$ cat config.mk
export PLATFORM = sky130hd
export DESIGN_NAME = kypd_key_entry_flat
export DESIGN_NICKNAME = d
export VERILOG_FILES = /design/src/rtl/kypd_key_entry_if.sv /design/src/rtl/kypd_key_entry.sv /design/src/flat_wrapper.sv
export SDC_FILE = /design/constraint.sdc
export NUM_CORES = 1
export LEC_CHECK = 0
export ABC_AREA = 0
export CAP_MARGIN = 0
export CORE_MARGIN = 8
export CORE_UTILIZATION = 52
export CTS_BUF_LIST = sky130_fd_sc_hd__clkbuf_8 sky130_fd_sc_hd__clkbuf_16
export CTS_CLUSTER_DIAMETER = 200
export CTS_CLUSTER_SIZE = 16
export DETAILED_ROUTE_END_ITERATION = 8
export GPL_TIMING_DRIVEN = 1
export HOLD_SLACK_MARGIN = 0.12
export PLACE_DENSITY = 0.75
export SYNTH_ARGS = -nofsm -noshare
export SYNTH_HDL_FRONTEND = slang
export SYNTH_SLANG_ARGS = --single-unit
$ cat constraint.sdc
create_clock -name clk -period 5.35 [get_ports clk]
set_input_delay 0.8025 -clock clk [delete_from_list [all_inputs] [get_ports clk]]
set_output_delay 0.8025 -clock clk [all_outputs]
set_load 0.005 [all_outputs]
$ cat src/rtl/kypd_key_entry_if.sv
// Keypad entry bus: decoder-side inputs and debounced key/entry outputs.
// The master drives the decoder signals and the slave drives the results.
interface kypd_key_entry_if #(
  parameter int NUM_DIGITS = 4
);
  localparam int DW = 4 * NUM_DIGITS;
  localparam int NW = $clog2(NUM_DIGITS + 1);

  logic [3:0]    key_code;
  logic          key_pressed;
  logic          key_valid;
  logic [3:0]    key_out;
  logic [DW-1:0] entry;
  logic [NW-1:0] digit_count;
  logic          entry_full;
  logic [DW-1:0] value_out;
  logic          value_valid;

  modport master (
    output key_code, key_pressed,
    input  key_valid, key_out, entry, digit_count,
    input  entry_full, value_out, value_valid
  );

  modport slave (
    input  key_code, key_pressed,
    output key_valid, key_out, entry, digit_count,
    output entry_full, value_out, value_valid
  );
endinterface

$ cat src/rtl/kypd_key_entry.sv
// Debounces the keypad decoder output into single press events and
// assembles them into a hex entry with backspace and enter.
module kypd_key_entry #(
  parameter int DEBOUNCE_CYCLES = 1_000_000,
  parameter int NUM_DIGITS      = 4
) (
  input  logic clk,
  input  logic rst,
  kypd_key_entry_if.slave bus
);
  localparam int CW = $clog2(DEBOUNCE_CYCLES);
  localparam int DW = 4 * NUM_DIGITS;
  localparam int NW = $clog2(NUM_DIGITS + 1);
  localparam logic [CW-1:0] CMAX = CW'(DEBOUNCE_CYCLES - 1);
  localparam logic [NW-1:0] NFULL = NW'(NUM_DIGITS);

  localparam logic [0:0] IDLE = 1'b0;
  localparam logic [0:0] HELD = 1'b1;

  logic [4:0]    sample_q, sample_d;
  logic [CW-1:0] cnt_q, cnt_d;
  logic [0:0]    state_q, state_d;
  logic          kv_q, kv_d;
  logic [3:0]    kout_q, kout_d;
  logic [DW-1:0] entry_q, entry_d;
  logic [NW-1:0] count_q, count_d;
  logic [DW-1:0] value_q, value_d;
  logic          vv_q, vv_d;

  logic stable;
  logic accept;
  logic full;
  logic is_dig, is_bs, is_ent;
  logic [3:0] code;

  assign stable = (cnt_q == CMAX);
  assign code   = sample_q[3:0];
  assign full   = (count_q == NFULL);
  assign accept = (state_q == IDLE) && stable && sample_q[4];
  assign is_dig = (code <= 4'hD);
  assign is_bs  = (code == 4'hE);
  assign is_ent = (code == 4'hF);

  always_comb begin
    sample_d = {bus.key_pressed, bus.key_code};
    cnt_d    = cnt_q;
    state_d  = state_q;
    kv_d     = accept;
    kout_d   = kout_q;
    entry_d  = entry_q;
    count_d  = count_q;
    value_d  = value_q;
    vv_d     = 1'b0;

    if (sample_d != sample_q) begin
      cnt_d = '0;
    end else if (cnt_q != CMAX) begin
      cnt_d = cnt_q + CW'(1);
    end

    // Release must also be debounced before a new press is accepted.
    if (accept) begin
      state_d = HELD;
    end else if (state_q == HELD && stable && !sample_q[4]) begin
      state_d = IDLE;
    end

    if (accept) begin
      kout_d = code;
      unique case (1'b1)
        is_dig: begin
          if (!full) begin
            entry_d = (entry_q << 4) | DW'(code);
            count_d = count_q + NW'(1);
          end
        end
        is_bs: begin
          if (count_q != '0) begin
            entry_d = entry_q >> 4;
            count_d = count_q - NW'(1);
          end
        end
        is_ent: begin
          if (count_q != '0) begin
            value_d = entry_q;
            vv_d    = 1'b1;
            entry_d = '0;
            count_d = '0;
          end
        end
      endcase
    end
  end

  always_ff @(posedge clk) begin
    if (rst) begin
      sample_q <= '0;
      cnt_q    <= '0;
      state_q  <= IDLE;
      kv_q     <= 1'b0;
      kout_q   <= '0;
      entry_q  <= '0;
      count_q  <= '0;
      value_q  <= '0;
      vv_q     <= 1'b0;
    end else begin
      sample_q <= sample_d;
      cnt_q    <= cnt_d;
      state_q  <= state_d;
      kv_q     <= kv_d;
      kout_q   <= kout_d;
      entry_q  <= entry_d;
      count_q  <= count_d;
      value_q  <= value_d;
      vv_q     <= vv_d;
    end
  end

  assign bus.key_valid   = kv_q;
  assign bus.key_out     = kout_q;
  assign bus.entry       = entry_q;
  assign bus.digit_count = count_q;
  assign bus.entry_full  = full;
  assign bus.value_out   = value_q;
  assign bus.value_valid = vv_q;
endmodule

$ cat src/flat_wrapper.sv
// flat-port wrapper written by rule: the top's interface ports become plain ports
module kypd_key_entry_flat 
#(
  parameter int DEBOUNCE_CYCLES = 1_000_000,
  parameter int NUM_DIGITS      = 4
)
  (clk, rst, bus_key_code, bus_key_pressed, bus_key_valid, bus_key_out, bus_entry, bus_digit_count, bus_entry_full, bus_value_out, bus_value_valid);
  kypd_key_entry_if #(.NUM_DIGITS(NUM_DIGITS)) bus_i ();
  input  logic clk;
  input  logic rst;
  input wire logic [$bits(bus_i.key_code)-1:0] bus_key_code;
  input wire logic [$bits(bus_i.key_pressed)-1:0] bus_key_pressed;
  output wire logic [$bits(bus_i.key_valid)-1:0] bus_key_valid;
  output wire logic [$bits(bus_i.key_out)-1:0] bus_key_out;
  output wire logic [$bits(bus_i.entry)-1:0] bus_entry;
  output wire logic [$bits(bus_i.digit_count)-1:0] bus_digit_count;
  output wire logic [$bits(bus_i.entry_full)-1:0] bus_entry_full;
  output wire logic [$bits(bus_i.value_out)-1:0] bus_value_out;
  output wire logic [$bits(bus_i.value_valid)-1:0] bus_value_valid;
  assign bus_i.key_code = bus_key_code;
  assign bus_i.key_pressed = bus_key_pressed;
  assign bus_key_valid = bus_i.key_valid;
  assign bus_key_out = bus_i.key_out;
  assign bus_entry = bus_i.entry;
  assign bus_digit_count = bus_i.digit_count;
  assign bus_entry_full = bus_i.entry_full;
  assign bus_value_out = bus_i.value_out;
  assign bus_value_valid = bus_i.value_valid;
  kypd_key_entry #(.DEBOUNCE_CYCLES(DEBOUNCE_CYCLES), .NUM_DIGITS(NUM_DIGITS)) u_core (.clk(clk), .rst(rst), .bus(bus_i));
endmodule
==> results of run 1 <==
-- registers in the layout, summed over array words and instances (netlist names) --
register / count
u_core.bus.key_valid: 1
u_core.bus.value_valid: 1
u_core.bus.key_out: 4
u_core.bus.value_out: 16
u_core.sample_q: 5
u_core.bus.digit_count: 3
u_core.state_q: 1
u_core.cnt_q: 20
u_core.bus.entry: 16
-- final cells by class --
class / instances / area (sq um)
fill: 476 / 1803
multi-input combinational: 235 / 1515
sequential: 67 / 1341
timing repair buffer: 49 / 488.0
clock buffer: 11 / 151.4
tap: 72 / 90.09
clock inverter: 5 / 76.32
inverter: 2 / 7.507
-- metrics by stage --
| step | hold slack, ps | power (mW) | instance area [sq um] | cells | util |
|---|---|---|---|---|---|
| finish | 483.9 | 1.003 | 3670 | 441 | 0.6706 |
| global route | 496.8 | 1.040 | 3670 | 441 | 0.6706 |
| CTS | 479.2 | 1.013 | 3670 | 441 | 0.6706 |
| detailed placement | 467.9 | 0.5377 | 3442 | 425 | 0.6289 |
| global placement | 460.2 | 0.5372 | 3442 | 425 | 0.6289 |
| floorplan | 449.9 | 0.5289 | 2944 | 320 | - |
-- cells by family after synthesis --
logic type               count (synthesis)
XOR/XNOR                                23
flip-flops                              67
multiplexers                            32
AND/OR/NAND/NOR                        148
adder cells (fa/ha/maj)                  2
AO/OA/AOI/OAI                           30
buffers and inverters                   18
-- power by group through the flow --
stage / sequential (mW) / combinational (mW) / clock [mW]
final: 0.505 / 0.0217 / 0.476
after detailed placement: 0.516 / 0.0213 / 0
after CTS: 0.505 / 0.0220 / 0.486
after floorplan: 0.514 / 0.0148 / 0
after global routing: 0.505 / 0.0239 / 0.511
after global placement: 0.516 / 0.0211 / 0
-- critical path, delay by kind of cell (launching register included) --
kind             cells  cell delay, ps
AO/OA/AOI/OAI        1             970
AND/OR/NAND/NOR      2             630
flip-flops           1             440
multiplexers         1             430
XOR/XNOR             1             340
-- routing by layer --
metal | track usage | part of all wire | wire length [um]
met5 | 0 | 0 | 0
met1 | 0.2025 | 0.46 | 3002
met4 | 0.08595 | 0.019 | 125
met2 | 0.2503 | 0.46 | 2980
met3 | 0.04691 | 0.055 | 358
-- worst max path at each step --
stage | startpoint | endpoint | slack, ps | depth (start not counted)
4_1_cts | u_core.sample_q[2] | u_core.bus.entry[5] | 2470 | 5
3_5_place_dp | u_core.sample_q[2] | u_core.bus.entry[5] | 2470 | 5
6_report | u_core.sample_q[2] | u_core.bus.entry[5] | 2470 | 5
3_3_place_gp | u_core.sample_q[2] | u_core.bus.entry[5] | 2560 | 5
5_1_grt | u_core.sample_q[2] | u_core.bus.entry[5] | 2230 | 5
2_1_floorplan | u_core.sample_q[2] | u_core.bus.digit_count[2] | 3410 | 8
-- placed cells by master (no fill, tap or decap), types with 2 or more instances in the layout --
master,count
or3_1,2
mux2i_1,31
inv_1,3
nor3b_1,2
and4_1,4
o21ai_0,10
nor3_1,5
a21oi_1,13
clkbuf_8,11
bufinv_16,2
nand3_1,14
nand2b_1,5
clkdlybuf4s50_1,48
xor2_1,14
and3_1,6
nand2_1,30
xnor2_1,9
nor2_1,54
nand4_1,3
nand3b_1,9
nor2b_1,6
dfxtp_1,67
==> run metrics, run 1 <==
Initial Utilization=0.5380; RR Startpoint=u_core.sample_q[2]; fmax=0.3470 GHz; area share of the largest cell type after synthesis=0.4556; Seq pwr share=0.504; clock-pin slew on the worst setup and hold paths=~70 ps; Power Dens Cells=273.2 nW/um^2; switching power share of the total=0.2062; crit path kind=reg2reg; Residual DRC=0; CTS tree=done; mux contribution to synthesized area=0.1092; critical path cell sequence=nand3_1, xnor2_1, a211oi_4, mux2_2, nor2_1; vias in the first global route=2294; Die X=a little over 90 um; post-synthesis sequential element count=67; WL final=between 6000 and 7000 um; Synth Area per Inst=9.200 sq um; Int Pwr=around 0.80 mW; Arrival @ worst endpoint=around 3200 ps; max incr delay on CP=approximately 970 ps; reg2reg end=u_core.bus.entry[5]; Sw Pwr=between 0.2 and 0.25 mW; Clock Path Buffers=2; HPWL Detailed=4393 um; gr usage total=0.1631; max_cap viols=0; Die Y=91.25 um; number of synthesized flops with an enable pin=0; ranking of synthesized cells by area=dfxtp_1, mux2i_1, nor2_1; min Tclk post-route=2882 ps; Mapped Cells=320; worst hold stages=2; Slew Limit Fails=0; period utilization=0.5387; Leak Pwr=~1.3 nW; Sink Count=67; P&R area growth vs syn=24.65%; clock buffer count from CTS=9; Vias=2340; final worst setup slack=2468 ps; hold path start=u_core.sample_q[4]; R2R cell count=5; Post-DRT Antenna Nets=0; CTS H-tree lvls=3; XOR/XNOR share of the synthesized area=0.06842; ANT cells=0; worst-margin pin slew=~1100 ps; critical path fanouts, max=24; worst skew pair latency=350 ps; num ports=between 40 and 50; port buffer count=48; Netlist cell types=42; critical path data required time=roughly 5600 ps; postcts setup bufs=0; post-synth design cell area=roughly 3000 sq um; drt pass-1 iters=4; reg-to-reg slack, setup=2470 ps; status=finished, final reports clean; register area share after synthesis=0.4556; hold worst-path end=u_core.state_q; row count=27; CP Launch Type=register; complex-gate fraction of the synthesized area=0.05950; Gates resized, CTS repair=0; slowest CP cell=a211oi_4; Slew Limit Headroom=0.2524; DR WL/cell=14.66 um; most area-hungry cell type in the Yosys netlist=dfxtp_1; ys flop type=dfxtp_1; total negative setup slack=0 ps; CTS Root Cell=clkbuf_8; Post-Synth Adder-Cell Area=0.01105; cell with the most instances after synthesis=dfxtp_1; gr ovfl total=0; vias per cell=~5.3; largest family of logic cells by synthesized area=simple AND/OR/NAND/NOR gates; fraction of layout cells with a size suffix above 1=0.06504; core area=around 5500 sq um; Worst IR Drop VDD=0.1919 mV; initial antenna violation count=0; First DRT Iteration DRCs=160; Mapped Nets=329; Synth top cells by count=dfxtp_1, nor2_1, mux2i_1; first-pass GRT wire length=11170 um; CP endpoint kind=register; Clock power frac=0.475; Final nets=373; Comb power frac=0.022; Final Skew=5.023 ps; largest net degree at the start of global routing=49; Die ar.=8326 sq um; Hold Vio Cnt, Final=0; Hold Path Class=reg2reg; Simple-Gate Fraction of Synth Area=0.2639; unrepaired setup endpoints after global routing=no; YS warnings=0; Setup WS pre-CTS=2475 ps; setup violators final=0; routability cong.=~0.76; Async SR Flop Fraction=0; cts hold-fix bufs=0
Note: power is estimated with default switching activity, not from simulation.
==> run 2: changes to the inputs <==
Settings changed: CORE_UTILIZATION 52 to 48, PLACE_DENSITY 0.75 to 0.73.
Clock period 5.35 ns to 2.3 ns, I/O delays scaled along.
==> run 2 against run 1 <==
Non-clock buffer count up 7; sequential share of layout area down 0.087 points; core utilization fell by 4.9 points; worst setup slack worse by 2200 ps; critical endpoint is now bus_entry_full; cell area up 0.24%; total power rose by 110%; clock skew is 5.8 ps higher; wire length is 1.3% higher; die area grew 6.8%; largest cell class unchanged; global-route usage decreased by 0.61 points.
==> run metrics, run 2 (same netlist as run 1, synthesis figures left out) <==
Clock Path Buffers=2; Residual DRC=0; switching power share of the total=0.2232; CP endpoint kind=output pin; CTS H-tree lvls=3; core area=5921 sq um; setup violators final=0; drt pass-1 iters=4; reg2reg end=u_core.bus.entry[5]; ANT cells=0; P&R area growth vs syn=24.95%; CTS Root Cell=clkbuf_8; Die ar.=roughly 8900 sq um; Finished Cell Area=3679 sq um; Slew Limit Headroom=0.6401; critical path data required time=1960 ps; gr usage total=0.1570; Top reg by flops=u_core.cnt_q; min Tclk post-route=2018 ps; clock buffer count from CTS=9; Seq pwr share=0.561; crit path kind=reg2out; max_cap viols=0; max FFs per register=20; area of the multi-input gates=1515 sq um; RR Startpoint=u_core.cnt_q[0]; DR WL/cell=14.59 um; hold worst-path end=u_core.state_q; most frequent cells in the layout=dfxtp_1, nor2_1, clkdlybuf4s50_1, mux2i_1, nand2_1; top cell family by delay on the critical path=buffers and inverters; fmax=just under 0.5 GHz; Hold Vio Cnt, Final=0; Sink Count=67; Slew Limit Fails=0; most common cell after layout, fill and taps aside=dfxtp_1; Final Skew=between 10 and 15 ps; Arrival @ worst endpoint=1670 ps; critical path cell sequence=nor2_1, and2_1, clkdlybuf4s50_1; Post-DRT Antenna Nets=0; gr ovfl total=0; First DRT Iteration DRCs=100; Power Dens Cells=567.6 nW/um^2; Seq. cell area=1341 sq um; Comb power frac=0.026; Setup WS pre-CTS=roughly 350 ps; routability cong.=0.8136; worst hold stages=2; CTS tree=done; Vias=2390; reg-to-reg slack, setup=310 ps; Initial Utilization=0.4973; total negative setup slack=0 ps; filler instances=517; worst-margin pin slew=between 500 and 600 ps; Worst IR Drop VDD=0.3387 mV; first-pass GRT wire length=11010 um; postcts setup bufs=0; max incr delay on CP=500 ps; cts hold-fix bufs=0; Clock power frac=0.413; worst skew pair latency=350 ps; Int Pwr=1.622 mW; fraction of layout cells with a size suffix above 1=0.07754; Final nets=380; num ports=49; Leak Pwr=between 1 and 1.5 nW; vias in the first global route=2363; initial antenna violation count=0; unrepaired setup endpoints after global routing=no; Gates resized, CTS repair=0; Die Y=94.32 um; port buffer count=48; clock-pin slew on the worst setup and hold paths=approximately 70 ps; CP Launch Type=register; final worst setup slack=about 280 ps; Hold Path Class=reg2reg; WL final=6552 um; slowest CP cell=clkdlybuf4s50_1; period utilization=0.8776; Sw Pwr=0.4660 mW; WP buf/inv=1; critical path fanouts, max=7; row count=28; Die X=94.32 um; HPWL Detailed=4486 um; hold path start=u_core.state_q; Final Power=roughly 2.1 mW; largest net degree at the start of global routing=48; vias per cell=roughly 5.3; placed cell areas=roughly 3500 sq um; status=finished, final reports clean; R2R cell count=7
[run 2: changes by cell type in the layout (fill, tap and decap cells not counted)]
cell and delta:
bufinv_16 -2, buf_4 +6, buf_12 +1
[run 2: cell type report]
cell class / instances / share of cell area
multi-input cells: 235 / 0.4119
flip-flops and latches: 67 / 0.3646
repair buffers: 56 / 0.1503
clock buffers: 11 / 0.04116
well taps: 75 / 0.02551
clock inverters: 3 / 0.004422
inverters: 2 / 0.002041
[run 2: worst max path at each step]
stage                     slack, ps  depth (start not counted)                 startpoint                   endpoint
final                           280                          3  u_core.bus.digit_count[0]             bus_entry_full
after detailed placement        350                          7            u_core.cnt_q[0]        u_core.bus.entry[2]
after global routing            150                          7            u_core.cnt_q[0]        u_core.bus.entry[5]
after global placement          420                          7            u_core.cnt_q[0]        u_core.bus.entry[5]
after floorplan                 360                          8         u_core.sample_q[2]  u_core.bus.digit_count[2]
after CTS                       250                          3  u_core.bus.digit_count[0]             bus_entry_full
[run 2: per-stage QoR]
step	util	hold slack, ps	instances
6_report	0.6213	490.0	449
4_1_cts	0.6213	487.3	449
5_1_grt	0.6213	515.8	449
3_5_place_dp	0.5930	478.1	435
3_3_place_gp	0.5930	464.9	435
2_1_floorplan	-	449.9	320
[run 2: worst reg2reg max path, stage by stage, from the launching register on]
cell	delay, ps
dfxtp_1	390
ha_1	230
and3_1	230
nand4b_4	210
a211oi_4	230
buf_4	200
mux2_2	350
nor2_1	80
[run 2: power groups by stage]
stage	clock (mW)	combinational, mW	sequential [mW]
2_1_floorplan	0	0.0345	1.20
3_3_place_gp	0	0.0551	1.20
3_5_place_dp	0	0.0549	1.20
4_1_cts	0.871	0.0554	1.17
5_1_grt	0.925	0.0604	1.17
6_report	0.862	0.0550	1.17
[run 2: routing by layer]
layer / GRT usage / share of wire
met5: 0 / 0
met4: 0.1044 / 0.026
met3: 0.03357 / 0.043
met2: 0.2381 / 0.45
met1: 0.1962 / 0.48
==> run 3: changes to the inputs <==
--- a/config.mk
+++ b/config.mk
@@ -8,3 +8,3 @@
 export ABC_AREA = 0
-export CAP_MARGIN = 0
+export CAP_MARGIN = 20
 export CORE_MARGIN = 8
==> constraint.sdc (replaced) <==
create_clock -name clk -period 2.3 [get_ports clk]
set_input_delay 0.46 -clock clk [delete_from_list [all_inputs] [get_ports clk]]
set_output_delay 0.46 -clock clk [all_outputs]
set_load 0.005 [all_outputs]
==> run 3 against run 2 <==
Wire length down 4.1%; critical path depth is the same; largest power group unchanged; clock power fell by 2%; flip-flop and latch count is the same; critical path type unchanged; sequential power about the same.
==> run metrics, run 3 (same netlist as run 1, synthesis figures left out) <==
Seq pwr share=0.566; Leak Pwr=1.322 nW; Sw Pwr=~0.45 mW; status=finished, final reports clean; area of the multi-input gates=1515 sq um; Sink Count=67; cts hold-fix bufs=0; most common cell after layout, fill and taps aside=dfxtp_1; filler instances=approximately 520; CTS tree=done; Hold Path Class=reg2reg; fraction of layout cells with a size suffix above 1=0.07713; total negative setup slack=0 ps; ANT cells=0; vias in the first global route=2300; CTS Root Cell=clkbuf_8; port buffer count=48; Comb power frac=0.026; fmax=0.4730 GHz; postcts setup bufs=0; row count=28; gr usage total=0.1526; Die ar.=just under 9000 sq um; WL final=6283 um; Slew Limit Fails=0; first-pass GRT wire length=10900 um; worst skew pair latency=330 ps; Power Dens Cells=562.6 nW/um^2; critical path fanouts, max=7; CP Launch Type=register; First DRT Iteration DRCs=between 100 and 150; routability cong.=approximately 0.85; CTS H-tree lvls=3; clock-pin slew on the worst setup and hold paths=70 ps; max incr delay on CP=500 ps; top cell family by delay on the critical path=buffers and inverters; Initial Utilization=0.4973; switching power share of the total=0.2160; unrepaired setup endpoints after global routing=no; Residual DRC=0; Clock Path Buffers=2; CP endpoint kind=output pin; crit path kind=reg2out; Seq. cell area=approximately 1300 sq um; Clock power frac=0.408; gr ovfl total=0; Die Y=94.32 um; Worst IR Drop VDD=0.3956 mV; min Tclk post-route=2114 ps; Gates resized, CTS repair=0; initial antenna violation count=0; Top reg by flops=u_core.cnt_q; setup violators final=0; worst-margin pin slew=528.7 ps; P&R area growth vs syn=25.12%; Slew Limit Headroom=0.6448; critical path cell sequence=nor2_1, and2_1, clkdlybuf4s50_1; Arrival @ worst endpoint=1650 ps; final worst setup slack=185.8 ps; WP buf/inv=1; most frequent cells in the layout=dfxtp_1, nor2_1, clkdlybuf4s50_1, mux2i_1, nand2_1; Finished Cell Area=3684 sq um; drt pass-1 iters=4; critical path data required time=around 1800 ps; Int Pwr=1.625 mW; num ports=49; Setup WS pre-CTS=196.0 ps; Final Power=2.072 mW; largest net degree at the start of global routing=48; Final Skew=7.597 ps; slowest CP cell=clkdlybuf4s50_1; HPWL Detailed=4500 um; Hold Vio Cnt, Final=0; max FFs per register=20; max_cap viols=0; Final nets=380; period utilization=0.9192; Vias=2356; placed cell areas=3511 sq um; core area=5921 sq um; Die X=about 94 um; Finished Core Util=0.6221; clock buffer count from CTS=9; Post-DRT Antenna Nets=0; DR WL/cell=13.93 um; vias per cell=about 5.2
## run 3: cell count changes in the layout (fill, tap and decap cells not counted), sizes merged
cell / delta
clkinvlp: -1
clkinv: +1
inv: +2
## run 3: power groups by stage
stage	registers, mW	clock network [mW]	logic, mW
final	1.17	0.846	0.0542
after floorplan	1.20	0	0.0345
after global routing	1.17	0.918	0.0596
after global placement	1.20	0	0.0539
after CTS	1.17	0.872	0.0550
after detailed placement	1.20	0	0.0547
## run 3: path summary, 6_finish.rpt
kind	start	to	slack [ps]	depth (start not counted)
max	u_core.bus.digit_count[0]	bus_entry_full	190	3
min	u_core.sample_q[4]	u_core.state_q	490	2
min reg2reg	u_core.sample_q[4]	u_core.state_q	490	2
max reg2reg	u_core.cnt_q[0]	u_core.bus.entry[3]	280	7
## run 3: final cells by class
class / count / share of cell area
clock buffers: 11 / 0.04110
clock inverters: 5 / 0.005774
inverters: 2 / 0.002038
multi-input cells: 235 / 0.4113
flip-flops and latches: 67 / 0.3641
well taps: 75 / 0.02548
repair buffers: 56 / 0.1501
## run 3: through the flow
step / hold slack (ps) / instances
detailed placement: 468.8 / 435
global placement: 471.0 / 435
floorplan: 449.9 / 320
finish: 485.6 / 451
global route: 521.2 / 451
CTS: 480.0 / 451
## run 3: tightest hold or removal path: stages (launching register included)
cell     delay (ps)
dfxtp_1         330
nand2_1          60
a21oi_1          50
## run 3: layer usage
layer	GRT usage	share of wire
met1	0.2030	0.50
met2	0.2213	0.43
met3	0.03437	0.045
met4	0.08719	0.025
met5	0	0
